File: config.mk
export PLATFORM = sky130hd
export DESIGN_NAME = or_rec8x8_seq
export DESIGN_NICKNAME = d
export VERILOG_FILES = /design/src/rtl/or_rec8x8_seq.sv
export SDC_FILE = /design/constraint.sdc
export NUM_CORES = 1
export LEC_CHECK = 0
export BUFFER_PORTS_ARGS = -buffer_cell sky130_fd_sc_hd__buf_2
export CAP_MARGIN = 20
export CORE_MARGIN = 4
export CORE_UTILIZATION = 50
export DETAILED_ROUTE_END_ITERATION = 10
export PLACE_DENSITY = 0.7
export SLEW_MARGIN = 5
export SYNTH_ARGS = -nofsm -noshare
export SYNTH_HDL_FRONTEND = slang
export SYNTH_SLANG_ARGS = --single-unit
File: constraint.sdc
create_clock -name clk -period 5.4 [get_ports clk]
set_clock_uncertainty 0.2 [all_clocks]
set_input_delay 1.62 -clock clk [delete_from_list [all_inputs] [get_ports clk]]
set_output_delay 1.62 -clock clk [all_outputs]
set_load 0.01 [all_outputs]
File: src/rtl/or_rec8x8_seq.sv
// or_rec8x8_seq: sequential 8x8 recursive approximate multiplier.
// One shared or_4x4 (carry-free 4x4 product) is time-multiplexed over the
// four nibble sub-products. The sub-products are merged into a 16-bit
// accumulator.
// Ports:
//   clk, rst (synchronous, active-high)
//   in_valid/in_ready/a/b : operand handshake
//   out_valid/out_ready/y : result handshake
//   busy                  : high in MUL or DONE
// Parameter ZERO_SKIP: when 1, steps with a zero nibble are bypassed.
// Macro OR_MERGE_ACC_EN: if defined, the merge uses OR instead of addition.

module or_4x4 (
   input  logic [3:0] x,
   input  logic [3:0] w,
   output logic [7:0] p
);
   // Carry-free partial-product sum.
   // The top partial-product bit is x[3]&w[3] at weight 6, so p[7] is always 0.
   always_comb begin
      p = 8'h00;
      for (int i = 0; i < 4; i++) begin
         if (w[i]) p = p ^ ({4'h0, x} << i);
      end
   end
endmodule

module or_rec8x8_seq #(
   parameter int ZERO_SKIP = 0
) (
   input  logic        clk,
   input  logic        rst,
   input  logic        in_valid,
   output logic        in_ready,
   input  logic [7:0]  a,
   input  logic [7:0]  b,
   output logic        out_valid,
   input  logic        out_ready,
   output logic [15:0] y,
   output logic        busy
);
   typedef enum logic [1:0] {IDLE, MUL, DONE} state_t;

   state_t      state;
   logic [1:0]  step;
   logic [15:0] acc;
   logic [7:0]  aq, bq;
   logic [3:0]  mask_q;

   logic [3:0]  nx, nw;
   logic [3:0]  sh;
   logic [7:0]  pp;
   logic [15:0] shifted, acc_nxt;
   logic [3:0]  mask_in;
   logic [2:0]  first, nxt;

   // Bit i set when step i must execute.
   function automatic logic [3:0] run_mask(input logic [7:0] x,
                                           input logic [7:0] w);
      logic [3:0] r;
      if (ZERO_SKIP == 0) begin
         r = 4'hF;
      end else begin
         r[0] = (|x[3:0]) && (|w[3:0]);
         r[1] = (|x[7:4]) && (|w[3:0]);
         r[2] = (|x[3:0]) && (|w[7:4]);
         r[3] = (|x[7:4]) && (|w[7:4]);
      end
      return r;
   endfunction

   // Smallest executing step at or after 'from'; 3'd4 means none is left.
   function automatic logic [2:0] next_run(input logic [3:0] m,
                                           input logic [2:0] from);
      logic [2:0] r;
      r = 3'd4;
      for (int i = 3; i >= 0; i--) begin
         if (3'(i) >= from && m[i]) r = 3'(i);
      end
      return r;
   endfunction

   always_comb begin
      nx = aq[3:0];
      nw = bq[3:0];
      sh = 4'd0;
      unique case (step)
         2'd0: begin nx = aq[3:0]; nw = bq[3:0]; sh = 4'd0; end
         2'd1: begin nx = aq[7:4]; nw = bq[3:0]; sh = 4'd4; end
         2'd2: begin nx = aq[3:0]; nw = bq[7:4]; sh = 4'd4; end
         2'd3: begin nx = aq[7:4]; nw = bq[7:4]; sh = 4'd8; end
      endcase
   end

   or_4x4 u_mul (.x(nx), .w(nw), .p(pp));

   // A bypassed step has a zero nibble, so pp is 0 then.
   // The all-skipped single cycle therefore leaves acc at 0.
   always_comb begin
      shifted = {8'h00, pp} << sh;
`ifdef OR_MERGE_ACC_EN
      acc_nxt = acc | shifted;
`else
      acc_nxt = acc + shifted;
`endif
      mask_in = run_mask(a, b);
      first   = next_run(mask_in, 3'd0);
      nxt     = next_run(mask_q, {1'b0, step} + 3'd1);
   end

   always_ff @(posedge clk) begin
      if (rst) begin
         state     <= IDLE;
         step      <= 2'd0;
         acc       <= 16'h0000;
         aq        <= 8'h00;
         bq        <= 8'h00;
         mask_q    <= 4'h0;
         y         <= 16'h0000;
         out_valid <= 1'b0;
         busy      <= 1'b0;
         in_ready  <= 1'b1;
      end else begin
         unique case (state)
            IDLE: begin
               if (in_valid) begin
                  aq       <= a;
                  bq       <= b;
                  mask_q   <= mask_in;
                  acc      <= 16'h0000;
                  step     <= first[2] ? 2'd0 : first[1:0];
                  state    <= MUL;
                  in_ready <= 1'b0;
                  busy     <= 1'b1;
               end
            end
            MUL: begin
               acc <= acc_nxt;
               if (nxt[2]) begin
                  y         <= acc_nxt;
                  out_valid <= 1'b1;
                  step      <= 2'd0;
                  state     <= DONE;
               end else begin
                  step <= nxt[1:0];
               end
            end
            DONE: begin
               if (out_ready) begin
                  out_valid <= 1'b0;
                  state     <= IDLE;
                  in_ready  <= 1'b1;
                  busy      <= 1'b0;
               end
            end
            default: state <= IDLE;
         endcase
      end
   end
endmodule

==> Yosys cells after proc, flatten, opt, wreduce, memory -nomap -nowiden <==
Cells that the tools add are included.
{ "op_classes": {"eq_ne": 8, "magnitude_cmp": 4, "n_bitwise": 3, "n_mux": 28, "addsub": 2, "reduce_logical": 20, "shifts": 1} }
{ "ops": {"columns": ["op", "n"], "rows": [
  ["16-bit case mux with 2 select lines", 1],
  ["8-bit 2-to-1 mux", 3],
  ["16-bit adder", 1],
  ["16-bit 2-to-1 mux", 1],
  ["4-bit case mux with 2 select lines", 2],
  ["8-bit by 4-bit << shifter with 16-bit output", 1],
  ["3-bit 2-to-1 mux", 4],
  ["4-bit case mux with 3 select lines", 1],
  ["2-bit 2-to-1 mux", 5],
  ["2-bit OR reduction", 5],
  ["3-bit AND reduction", 3],
  ["8-bit by 5-bit bitwise XOR with 8-bit output", 1],
  ["8-bit by 6-bit bitwise XOR with 8-bit output", 1],
  ["8-bit by 7-bit bitwise XOR with 8-bit output", 1],
  ["2-bit equality test (second input constant)", 3],
  ["1-bit by 3-bit greater-or-equal comparator with 1-bit output (first input constant)", 2],
  ["2-bit by 3-bit greater-or-equal comparator with 1-bit output (first input constant)", 2],
  ["2-bit inequality test (second input constant)", 3],
  ["1-bit case mux with 2 select lines", 3],
  ["2-bit case mux with 3 select lines", 1],
  ["2-bit AND reduction", 3],
  ["2-bit nonzero test", 3],
  ["1-bit 2-to-1 mux", 5],
  ["2-bit by 1-bit equality test with 1-bit output (second input constant)", 2],
  ["other kinds (5)", 9]
]} }
{ "totals": {"reg_bits": 56, "output_inout_bits": 19, "input_bits": 20} }

==> Longest topological paths before layout <==
Gate-level depths: netlist of run 1.
{ "depth": {"word_depth": 13, "ltp_mapped": 17, "mapped_depth_nobuf": 17} }

==> Hierarchy <==
Synthesis of run 1 repeated with hierarchy kept, for this count alone.
{ "hier_totals": {"hier_cells": 401, "area_unflattened_um2": 3266.9} }
{ "by_module_without_submodules": {"columns": ["mod", "cells_each", "area_each_um2", "instances"], "rows": [
  ["or_rec8x8_seq", 374, 3103.0, 1],
  ["or_4x4", 27, 163.9, 1]
]} }

==> Worst setup path before layout of run 1 <==
OpenSTA, ideal clock, no wires.
{ "synth_path": {"path_type": "register to register", "start": "register step[0]", "end": "register acc[15]", "stages_incl_launch_ff": 18, "synth_period_minus_slack_ns": 4.128, "path_buffers": 0, "setup_slack_ns": 1.272, "arrival_time_ns": 3.807, "t_required_ns": 5.079, "path_cell_list": "dfxtp_1 -> inv_1 -> ha_1 -> or3b_2 -> and2_1 -> nor2_1 -> xnor2_1 -> xor2_1 -> o21ba_2 -> nor2_1 -> ha_1 -> o21a_1 -> o21a_1 -> a31o_2 -> o31ai_1 -> nor3_1 -> nor3_1 -> mux2_2"} }
{ "synth_via": {"elab_chain_len": 13, "word_cells_on_any_way": 22, "classes_between": "add/sub: 1; eq/ne: 3; shift: 1; mux: 8; bitwise: 3; reduce/logical: 6"} }
{ "synth_rtl": {"columns": ["element", "line", "source"], "rows": [
  ["from (decl)", "45", "logic [1:0] step;"],
  ["from (signal assigned)", "131", "step <= first[2] ? 2'd0 : first[1:0];"],
  ["from (signal assigned)", "145", "step <= nxt[1:0];"],
  ["2-bit equality test (tied with other cells)", "87", "unique case (step)"],
  ["2-bit OR reduction (no line)", null, null],
  ["4-bit case mux with 2 select lines", "87", null],
  ["4-bit 2-to-1 mux", "23", "if (w[i]) p = p ^ ({4'h0, x} << i);"],
  ["8-bit by 5-bit bitwise XOR with 8-bit output", "23", null],
  ["8-bit 2-to-1 mux", "23", null],
  ["8-bit by 6-bit bitwise XOR with 8-bit output", "23", null],
  ["8-bit 2-to-1 mux", "23", null],
  ["8-bit by 7-bit bitwise XOR with 8-bit output", "23", null],
  ["8-bit 2-to-1 mux", "23", null],
  ["8-bit by 4-bit << shifter with 16-bit output *", "100", "shifted = {8'h00, pp} << sh;"],
  ["16-bit adder *", "104", "acc_nxt = acc + shifted;"],
  ["16-bit case mux with 2 select lines *", "124", "unique case (state)"],
  ["to (signal assigned)", "138", "acc <= acc_nxt;"],
  ["to (decl)", "46", "logic [15:0] acc;"]
]} }
Every way passes the cells marked *; elsewhere a longest branch is shown, timed or not. The select of a mux whose other input is x is not followed.
A chain may end at the register's enable or synchronous reset.

==> Worst setup path in the final report of run 1 <==
{ "layout_path": {"start": "register step[0]", "end": "register acc[14]"} }
Same word-level chain as after synthesis.

==> flow_summary.toml, run 1 <==
[status]
status = "finished clean"

[worst_hold_path]
min_to = "y[4]"
worstHoldStart = "y[4]"
min_path_cells = 2
min_path_type = "reg -> reg"

[global_routing]
grt_pass1_wl_um = 13030
overflow = 0
grt_pass1_vias = 2756
track_usage_pct = 20.54
grt_max_degree = 69
antenna_found_initial = 0

[floorplanning]
die-area_mm2 = 0.007982
pin_count = 39
fp.dieH_um = 89.34
fp.coreArea_mm2 = 0.006386
initial_core_util_pct = 51.80
die_w_um = 89.34
rows = 29

[logic_synthesis]
ys.warnings.count = 0
synth_top_area_share_pct = 33.89
synth_area_leader_cell = "dfxtp_1"
synth_seq_area_share_pct = 33.89
synth-edff-count = 0
synthFlopType = "dfxtp_1"
ys_types = 51
synthCells = 425
async_reset_ff_share_pct = 0
syn_area_mm2 = 0.003308
synth_area_per_cell_um2 = 7.784
syn_nets = 467
yosys-top-cells-area = "dfxtp_1 (34%), a21oi_1 (8.8%), nand2_1 (8.3%), ha_1 (7.9%), nor2_1 (5.7%)"
synth-seq-cells = 56

[timing]
setup_ws_ns = 0.5342
fin_crit_sh_pct = 90.11
worst_pin_slew_ns = 0.9869
fin_setup_tns_ns = 0
min_period_ns = 4.866
setup_viol = 0
slew_headroom_pct = 34.21
hold_violations = 0
fmax_mhz = 205.5
drv_slew = 0
grt_setup_unrepaired = "no"

[clock_tree]
clockBufferDepth = 2
holdBufCountCts = 0
cts_made_buffers = 5
clk_pin_slew_ns = 0.10
cts_tree = "built"
clockRootBuffer = "clkbuf_8"
post_cts_resized = 0
cts_setup_buffers = 0
ctsHtreeMaxLevel = 2
cts.sinks = 56
insertion_delay_ns = 0.31

[finish]
antennaDiodeCount = 0
drive_above_1_share_pct = 13.75
area_delta_synth_final_pct = 11.01
finish.utilization_pct = 57.50
final_nets = 493
fin_area_mm2 = 0.003672

[power]
p_int_mw = 0.6523
power_frac_seq_pct = 50.5
clkPwrFrac_pct = 36.4
power.switching_mw = 0.2176
p_per_area_mw_per_mm2 = 236.9
switching_share_pct = 25.02
pwr-share-comb_pct = 13.1
leakage_nw = 1.517
ir_worst_vdd_mv = 0.1374

[setup_path]
path_buf_inv = 0
cp_cell_sequence = "ha_1 -> o21ai_0 -> and2_1 -> nor2_1 -> xnor2_1 -> xor2_1 -> o21ba_2 -> nor2_1 -> ha_1 -> o21a_1 -> o21a_1 -> nand3_1 -> o21ai_0 -> a311oi_1 -> or4_1 -> nand3_1"
cp-end-kind = "flip-flop"
crit_start = "step[0]"
arrival_ns = 4.92
cp.required_ns = 5.45
cp_slowest_cell = "ha_1"
reg2reg_from = "step[0]"
cpPeakStageDelay_ns = 0.67
worstSetupPathType = "reg -> reg"
worstSetupStartpointType = "flip-flop"
reg2reg_slack_ns = 0.53
worstReg2RegEnd = "acc[14]"
crit_family = "compound AO/OA/AOI/OAI gates"
ff2ff_path_depth = 16
cp_max_fo = 24

[drt]
wl_per_cell_um = 14.61
wl_um = 7714
drt-initial-drc-count = 146
detail-route-antenna-nets = 0
vias_per_cell = 5.676
first_pass_iters = 4
drc = 0
vias = 2997

[placed_design]
dp_slack_ns = 0.6318
place_area_mm2 = 0.003523
io_buffers = 38
gp_congestion = 0.9207
hpwl_um = 5472

[job]
drv_cap = 0
==> worst max path at each step <==
stage | to | depth (start not counted)
global route | acc[14] | 16
CTS | acc[15] | 15
detailed placement | acc[15] | 15
finish | acc[14] | 16
global placement | acc[15] | 15
floorplan | acc[15] | 17
==> area by class of cell <==
cell class | instances | area [µm²]
fillers | 606 | 2714
multi-input cells | 338 | 2063
flip-flops and latches | 56 | 1121
repair buffers | 42 | 232.7
well taps | 77 | 96.34
clock buffers | 5 | 68.82
clock inverters | 2 | 60.06
inverters | 8 | 30.03
==> power by group through the flow <==
stage | clock network [mW] | registers (mW) | logic, mW
finish | 0.316 | 0.439 | 0.114
global route | 0.348 | 0.442 | 0.129
CTS | 0.327 | 0.439 | 0.113
detailed placement | 0 | 0.449 | 0.112
global placement | 0 | 0.449 | 0.110
floorplan | 0 | 0.448 | 0.0795
==> layout by cell type (no fill, tap or decap), types with 2 or more instances in the layout <==
cell       Yosys  layout
a211oi_1       4       4
a21o_1         7       7
a21oi_1       58      58
a31oi_1        4       4
and2_1         5       5
and3_1         2       2
buf_2          0      38
buf_4          0       3
bufinv_16      0       2
clkbuf_8       0       5
dfxtp_1       56      56
ha_1          21      21
inv_1          8       8
mux2i_1        4       4
nand2_1       73      73
nand2b_1       5       5
nand3_1       18      18
nand3b_1       3       3
nand4b_1       8       8
nor2_1        50      50
nor2b_1        4       4
nor3_1        11      11
o21a_1         3       3
o21ai_0        9       9
o22ai_1        2       2
o311ai_0       2       2
o32ai_1        2       2
or3b_2         2       2
or4_1          4       4
xnor2_1       11      11
xnor3_1        2       2
xor2_1         3       3
==> sequential cells by signal, indices dropped and copies added, names as in the netlist <==
| signal | flops |
|---|---|
| out_valid | 1 |
| in_ready | 1 |
| step | 2 |
| state | 2 |
| bq | 8 |
| busy | 1 |
| acc | 16 |
| y | 16 |
| mask_q | 1 |
| aq | 8 |
==> synth_stat cells (all sizes together), types with 2 or more instances <==
cell	number
nor3	11
nand4b	8
nand2b	5
clkbuf	22
and3	2
a211oi	5
or3b	4
xor2	4
xnor3	3
xnor2	11
a31oi	4
and2	5
o22ai	2
mux2i	4
o32ai	2
or4	4
ha	21
nand2	73
nand3	18
a21o	7
nor2b	4
inv	8
nor2	51
nand3b	3
o21ai	9
o311ai	2
o21a	3
a22oi	2
dfxtp	56
a21oi	58
==> cells by family after synthesis <==
| family | after synthesis | synth area share, % |
|---|---|---|
| DFF | 56 | 33.89 |
| muxes | 5 | 1.551 |
| adders and majority gates | 22 | 8.548 |
| buffers and inverters | 31 | 3.744 |
| and+or+nand+nor | 191 | 26.97 |
| xor gates and xnor gates | 18 | 6.278 |
| AOI/OAI and AO/OA | 102 | 19.02 |
==> worst min-delay path: cells and delay by family, from the launching register on <==
kind | cells | cell delay (ns)
compound gates | 1 | 0.05
flops | 1 | 0.32
simple gates | 1 | 0.05
==> routing by layer <==
layer  global-route usage (%)  vias to the layer above  part of all wire [%]
met5                        0                        -                     0
met4                    4.601                        0                   1.2
met3                    3.594                        9                   4.6
met2                    31.48                       60                    44
met1                    30.06                     1402                    50
li1                         -                     1526                     -
==> metrics by stage <==
step	power, mW	hold slack [ns]	cells
3_3_place_gp	0.5588	0.2400	520
3_5_place_dp	0.5610	0.2446	520
2_1_floorplan	0.5273	0.2310	425
6_report	0.8700	0.2553	528
5_1_grt	0.9190	0.2770	528
4_1_cts	0.8794	0.2586	527
No activity file was read; power rests on OpenSTA's default activity.
==> run 2: changes to the inputs <==
CORE_UTILIZATION = 30   (was 50)
PLACE_DENSITY = unset   (was 0.7)
==> flow_summary.toml, run 2 (same netlist as run 1, synthesis figures left out) <==
[setup_path]
cp-end-kind = "flip-flop"
arrival_ns = 4.81
cp.required_ns = 5.42
worstReg2RegEnd = "acc[15]"
reg2reg_slack_ns = 0.61
worstSetupStartpointType = "flip-flop"
reg2reg_from = "step[0]"
ff2ff_path_depth = 16
worstSetupPathType = "reg -> reg"
cp_max_fo = 24

[clock_tree]
clockRootBuffer = "clkbuf_8"
cts_setup_buffers = 0
post_cts_resized = 0
clk_pin_slew_ns = 0.11
ctsHtreeMaxLevel = 2
clockBufferDepth = 2
holdBufCountCts = 0
cts.sinks = 56
insertion_delay_ns = 0.32
cts_tree = "built"
cts_made_buffers = 5

[timing]
fin_crit_sh_pct = 88.69
worst_hold_slack_ns = 0.2602
drv_slew = 0
setup_ws_ns = 0.6105
min_period_ns = 4.790
hold_violations = 0
worst_pin_slew_ns = 0.9144
fin_setup_tns_ns = 0
grt_setup_unrepaired = "no"
fmax_mhz = 208.8
slew_headroom_pct = 39.04
setup_viol = 0

[floorplanning]
initial_core_util_pct = 30.65
die-area_mm2 = 0.01277
pin_count = 39
fp.coreArea_mm2 = 0.01079
rows = 38
fp.dieH_um = 113.0
die_w_um = 113.0

[global_routing]
track_usage_pct = 12.63
grt_pass1_wl_um = 13410
antenna_found_initial = 0
grt_max_degree = 69
grt_pass1_vias = 2868
overflow = 0

[status]
status = "finished clean"

[drt]
vias = 3030
first_pass_iters = 5
drt-initial-drc-count = 178
drc = 0
detail-route-antenna-nets = 0
wl_per_cell_um = 13.36
vias_per_cell = 5.118
wl_um = 7911

[job]
drv_cap = 0

[placed_design]
gp_congestion = 0.8677
io_buffers = 38
dp.cells = 583
dp_slack_ns = 0.6567
hpwl_um = 5879

[finish]
reg.largest.list = "acc: 16 flops, y: 16 flops"
stdcell_count = 592
antennaDiodeCount = 0
final_common_cell = "nand2_1"
finish.utilization_pct = 34.91
fillerInstances = 1126
drive_above_1_share_pct = 13.94
multi_input_area_mm2 = 0.002063
final_nets = 493
area.sequential_mm2 = 0.001121
area_delta_synth_final_pct = 13.88
final_cell_mix = "nand2_1 (73), a21oi_1 (58), dfxtp_1 (56)"

[power]
ir_worst_vdd_mv = 0.1213
leakage_nw = 1.524
p_per_area_mw_per_mm2 = 235.0

[worst_hold_path]
min_to = "y[5]"
min_path_type = "reg -> reg"
worstHoldStart = "y[5]"
min_path_cells = 2
## run 2: worst max-delay path by stage
| stage | startpoint | to | cells after the start |
|---|---|---|---|
| 6_report | step[0] | acc[15] | 16 |
| 3_3_place_gp | step[0] | acc[15] | 15 |
| 4_1_cts | step[1] | acc[15] | 16 |
| 3_5_place_dp | step[1] | acc[15] | 16 |
| 2_1_floorplan | step[0] | acc[15] | 17 |
| 5_1_grt | step[1] | acc[15] | 16 |
## run 2: routing by layer
metal	global-route usage, %	share of wire [%]
met5	0	0
met4	4.247	1.9
met3	1.818	4.0
met2	21.09	47
met1	16.74	47
## run 2: area by class of cell
| type | instances | area share, % |
|---|---|---|
| clock buffers | 5 | 1.827 |
| clock inverters | 3 | 1.827 |
| inverters | 8 | 0.7971 |
| multi-input cells | 338 | 54.77 |
| flip-flops and latches | 56 | 29.76 |
| well taps | 140 | 4.650 |
| repair buffers | 42 | 6.377 |
## run 2: where the power goes
part / switching [mW] / internal (mW) / leakage, nW
combinational: 0.0723 / 0.0418 / 1.00
sequential: 0.0106 / 0.429 / 0.455
clock: 0.145 / 0.187 / 0.0687
## run 2: per-stage QoR
step                instance area (µm²)  power (mW)
floorplan                          3308      0.5273
global placement                   3595      0.5583
detailed placement                 3602      0.5618
CTS                                3740      0.8938
global route                       3767      0.9287
finish                             3767      0.8854
## run 2: worst max-delay path, stage by stage (launching register included)
cell and delay, ns:
dfxtp_1 0.43, ha_1 0.67, o21ai_0 0.35, and2_1 0.28, nor2_1 0.12, xnor2_1 0.16, xor2_1 0.28, o21ba_2 0.19
nor2_1 0.05, ha_1 0.27, or3_1 0.34, o2111ai_1 0.12, o21ai_0 0.18, o31ai_1 0.42, nor3_1 0.08, nor3_1 0.19
mux2_2 0.36
==> run 3: changes to the inputs <==
CORE_MARGIN = 2   (was 4)
CORE_UTILIZATION = 58   (was 30)
PLACE_DENSITY = 0.79   (was unset)
SYNTH_HIERARCHICAL = 1   (was unset)
==> flow_summary.toml, run 3 <==
[logic_synthesis]
synthCells = 401
synthTopCellsByCount = "nand2_1 (81), dfxtp_1 (56), a21oi_1 (46)"
synth_most_common_cell = "nand2_1"
synth_top_area_share_pct = 34.32
syn_nets = 443
synth-seq-cells = 56
ys_types = 57
async_reset_ff_share_pct = 0
synth_seq_area_share_pct = 34.32
syn_area_mm2 = 0.003267
synth-edff-count = 0
ys.warnings.count = 6
synth_area_per_cell_um2 = 8.147
yosys-top-cells-area = "dfxtp_1 (34%), nand2_1 (9.3%), ha_1 (8.0%), a21oi_1 (7.0%), xnor2_1 (4.0%)"
synthFlopType = "dfxtp_1"
synth_area_leader_cell = "dfxtp_1"

[global_routing]
grtUsageMet3_pct = 3.750
grt_pass1_vias = 2562
overflow = 0
antenna_found_initial = 0
grtUsageMet1_pct = 32.23
busiest_layer = "met2"
grt_pass1_wl_um = 11990
grt_max_degree = 50
track_usage_pct = 24.29
met2_usage_pct = 40.00

[setup_path]
cp.required_ns = 5.44
cpPeakStageDelay_ns = 0.44
path_buf_inv = 1
cp_max_fo = 9
cp_slowest_cell = "ha_1"
crit_family = "compound AO/OA/AOI/OAI gates"
worstSetupPathType = "reg -> reg"
worstSetupStartpointType = "flip-flop"
cp-end-kind = "flip-flop"
arrival_ns = 4.18
cp_cell_sequence = "inv_1 -> ha_1 -> nor2_1 -> mux2_2 -> nand2_1 -> xor2_1 -> xnor2_1 -> mux2i_1 -> nor2_1 -> ha_1 -> a21oi_1 -> o211ai_2 -> a31oi_1 -> xnor2_1 -> nand2_1 -> a21oi_1"

[placed_design]
hpwl_um = 5318
gp_congestion = 0.9536
place_area_mm2 = 0.003466
io_buffers = 38

[finish]
drive_above_1_share_pct = 16.05
final_nets = 471
final_cell_mix = "nand2_1 (81), dfxtp_1 (56), a21oi_1 (46)"
reg.largest.list = "acc: 16 flops, y: 16 flops"
finish.utilization_pct = 65.43
fin_area_mm2 = 0.003581
final_common_cell = "nand2_1"
antennaDiodeCount = 0
area_delta_synth_final_pct = 9.613

[timing]
fin_crit_sh_pct = 76.76
slew_headroom_pct = 26.50
fin_setup_tns_ns = 0
worst_pin_slew_ns = 1.099
min_period_ns = 4.145
hold_violations = 0
grt_setup_unrepaired = "no"
drv_slew = 0
fmax_mhz = 241.3
setup_viol = 0

[job]
drv_cap = 0

[power]
leakage_nw = 1.512
p_per_area_mw_per_mm2 = 226.7
ir_worst_vdd_mv = 0.1639

[drt]
first_pass_iters = 4
vias_per_cell = 5.629
drc = 0
wl_um = 7290
detail-route-antenna-nets = 0
drt-initial-drc-count = 125
vias = 2826
wl_per_cell_um = 14.52

[clock_tree]
cts_tree = "built"
clk_pin_slew_ns = 0.10
clockBufferDepth = 2
clockRootBuffer = "clkbuf_8"
insertion_delay_ns = 0.31
cts.sinks = 56
ctsHtreeMaxLevel = 2
post_cts_resized = 0
cts_made_buffers = 5
holdBufCountCts = 0
cts_setup_buffers = 0

[floorplanning]
die_w_um = 79.05
fp.dieH_um = 79.05
initial_core_util_pct = 59.69
die-area_mm2 = 0.006249
pin_count = 39
fp.coreArea_mm2 = 0.005473
rows = 27

[status]
status = "finished clean"

[worst_hold_path]
min_path_type = "reg -> reg"
==> run 3: where the power goes <==
part           internal [mW]  switching [mW]  total, mW
Sequential             0.428          0.0103      0.438
Combinational         0.0377          0.0655      0.103
Clock                  0.138           0.133      0.270
==> run 3: cell type report <==
cell class                      instances  area [µm²]
Fill cell                             514        1892
Multi-Input combinational cell        321        2042
Inverter                                6       22.52
Sequential cell                        56        1121
Clock inverter                          2       35.03
Timing Repair Buffer                   39       197.7
Clock buffer                            6       72.57
Tap cell                               72       90.09
==> run 3: layer usage <==
metal | vias to the layer above | part of all wire, % | wire length, µm
li1 | 1452 | - | -
met1 | 1304 | 46 | 3368
met2 | 55 | 48 | 3517
met3 | 15 | 3.1 | 223
met4 | 0 | 2.5 | 181
met5 | - | 0 | 0
==> run 3: cells by family after synthesis <==
group	share of synthesized area, %
other	0.1148
flip-flops	34.32
multiplexers	3.983
XOR/XNOR	6.396
AND/OR/NAND/NOR	21.95
adder cells (fa/ha/maj)	8.656
AO/OA/AOI/OAI	21.41
buffers and inverters	3.179
==> run 3: final timing paths <==
kind                               to  cells past startpoint  slack, ns    start
worst max register to register  y[11]                     16       1.26  step[0]
worst min register to register   y[1]                      2       0.25     y[1]
worst max-delay path            y[11]                     16       1.26  step[0]
worst min-delay path             y[1]                      2       0.25     y[1]
==> run 3: worst reg2reg max path, stage by stage (launching register included) <==
cell	delay (ns)
dfxtp_1	0.41
inv_1	0.12
ha_1	0.22
nor2_1	0.28
mux2_2	0.42
nand2_1	0.08
xor2_1	0.18
xnor2_1	0.16
mux2i_1	0.23
nor2_1	0.07
ha_1	0.44
a21oi_1	0.39
o211ai_2	0.20
a31oi_1	0.27
xnor2_1	0.17
nand2_1	0.08
a21oi_1	0.16
==> run 3: per-stage QoR <==
step	setup WS (ns)	hold WS, ns	std cells	total power [mW]
after floorplan	1.822	0.2310	401	0.5208
after global placement	1.390	0.2331	493	0.5467
after detailed placement	1.346	0.2448	493	0.5491
after CTS	1.239	0.2591	501	0.8183
after global routing	0.9185	0.2833	502	0.8518
final	1.255	0.2549	502	0.8118
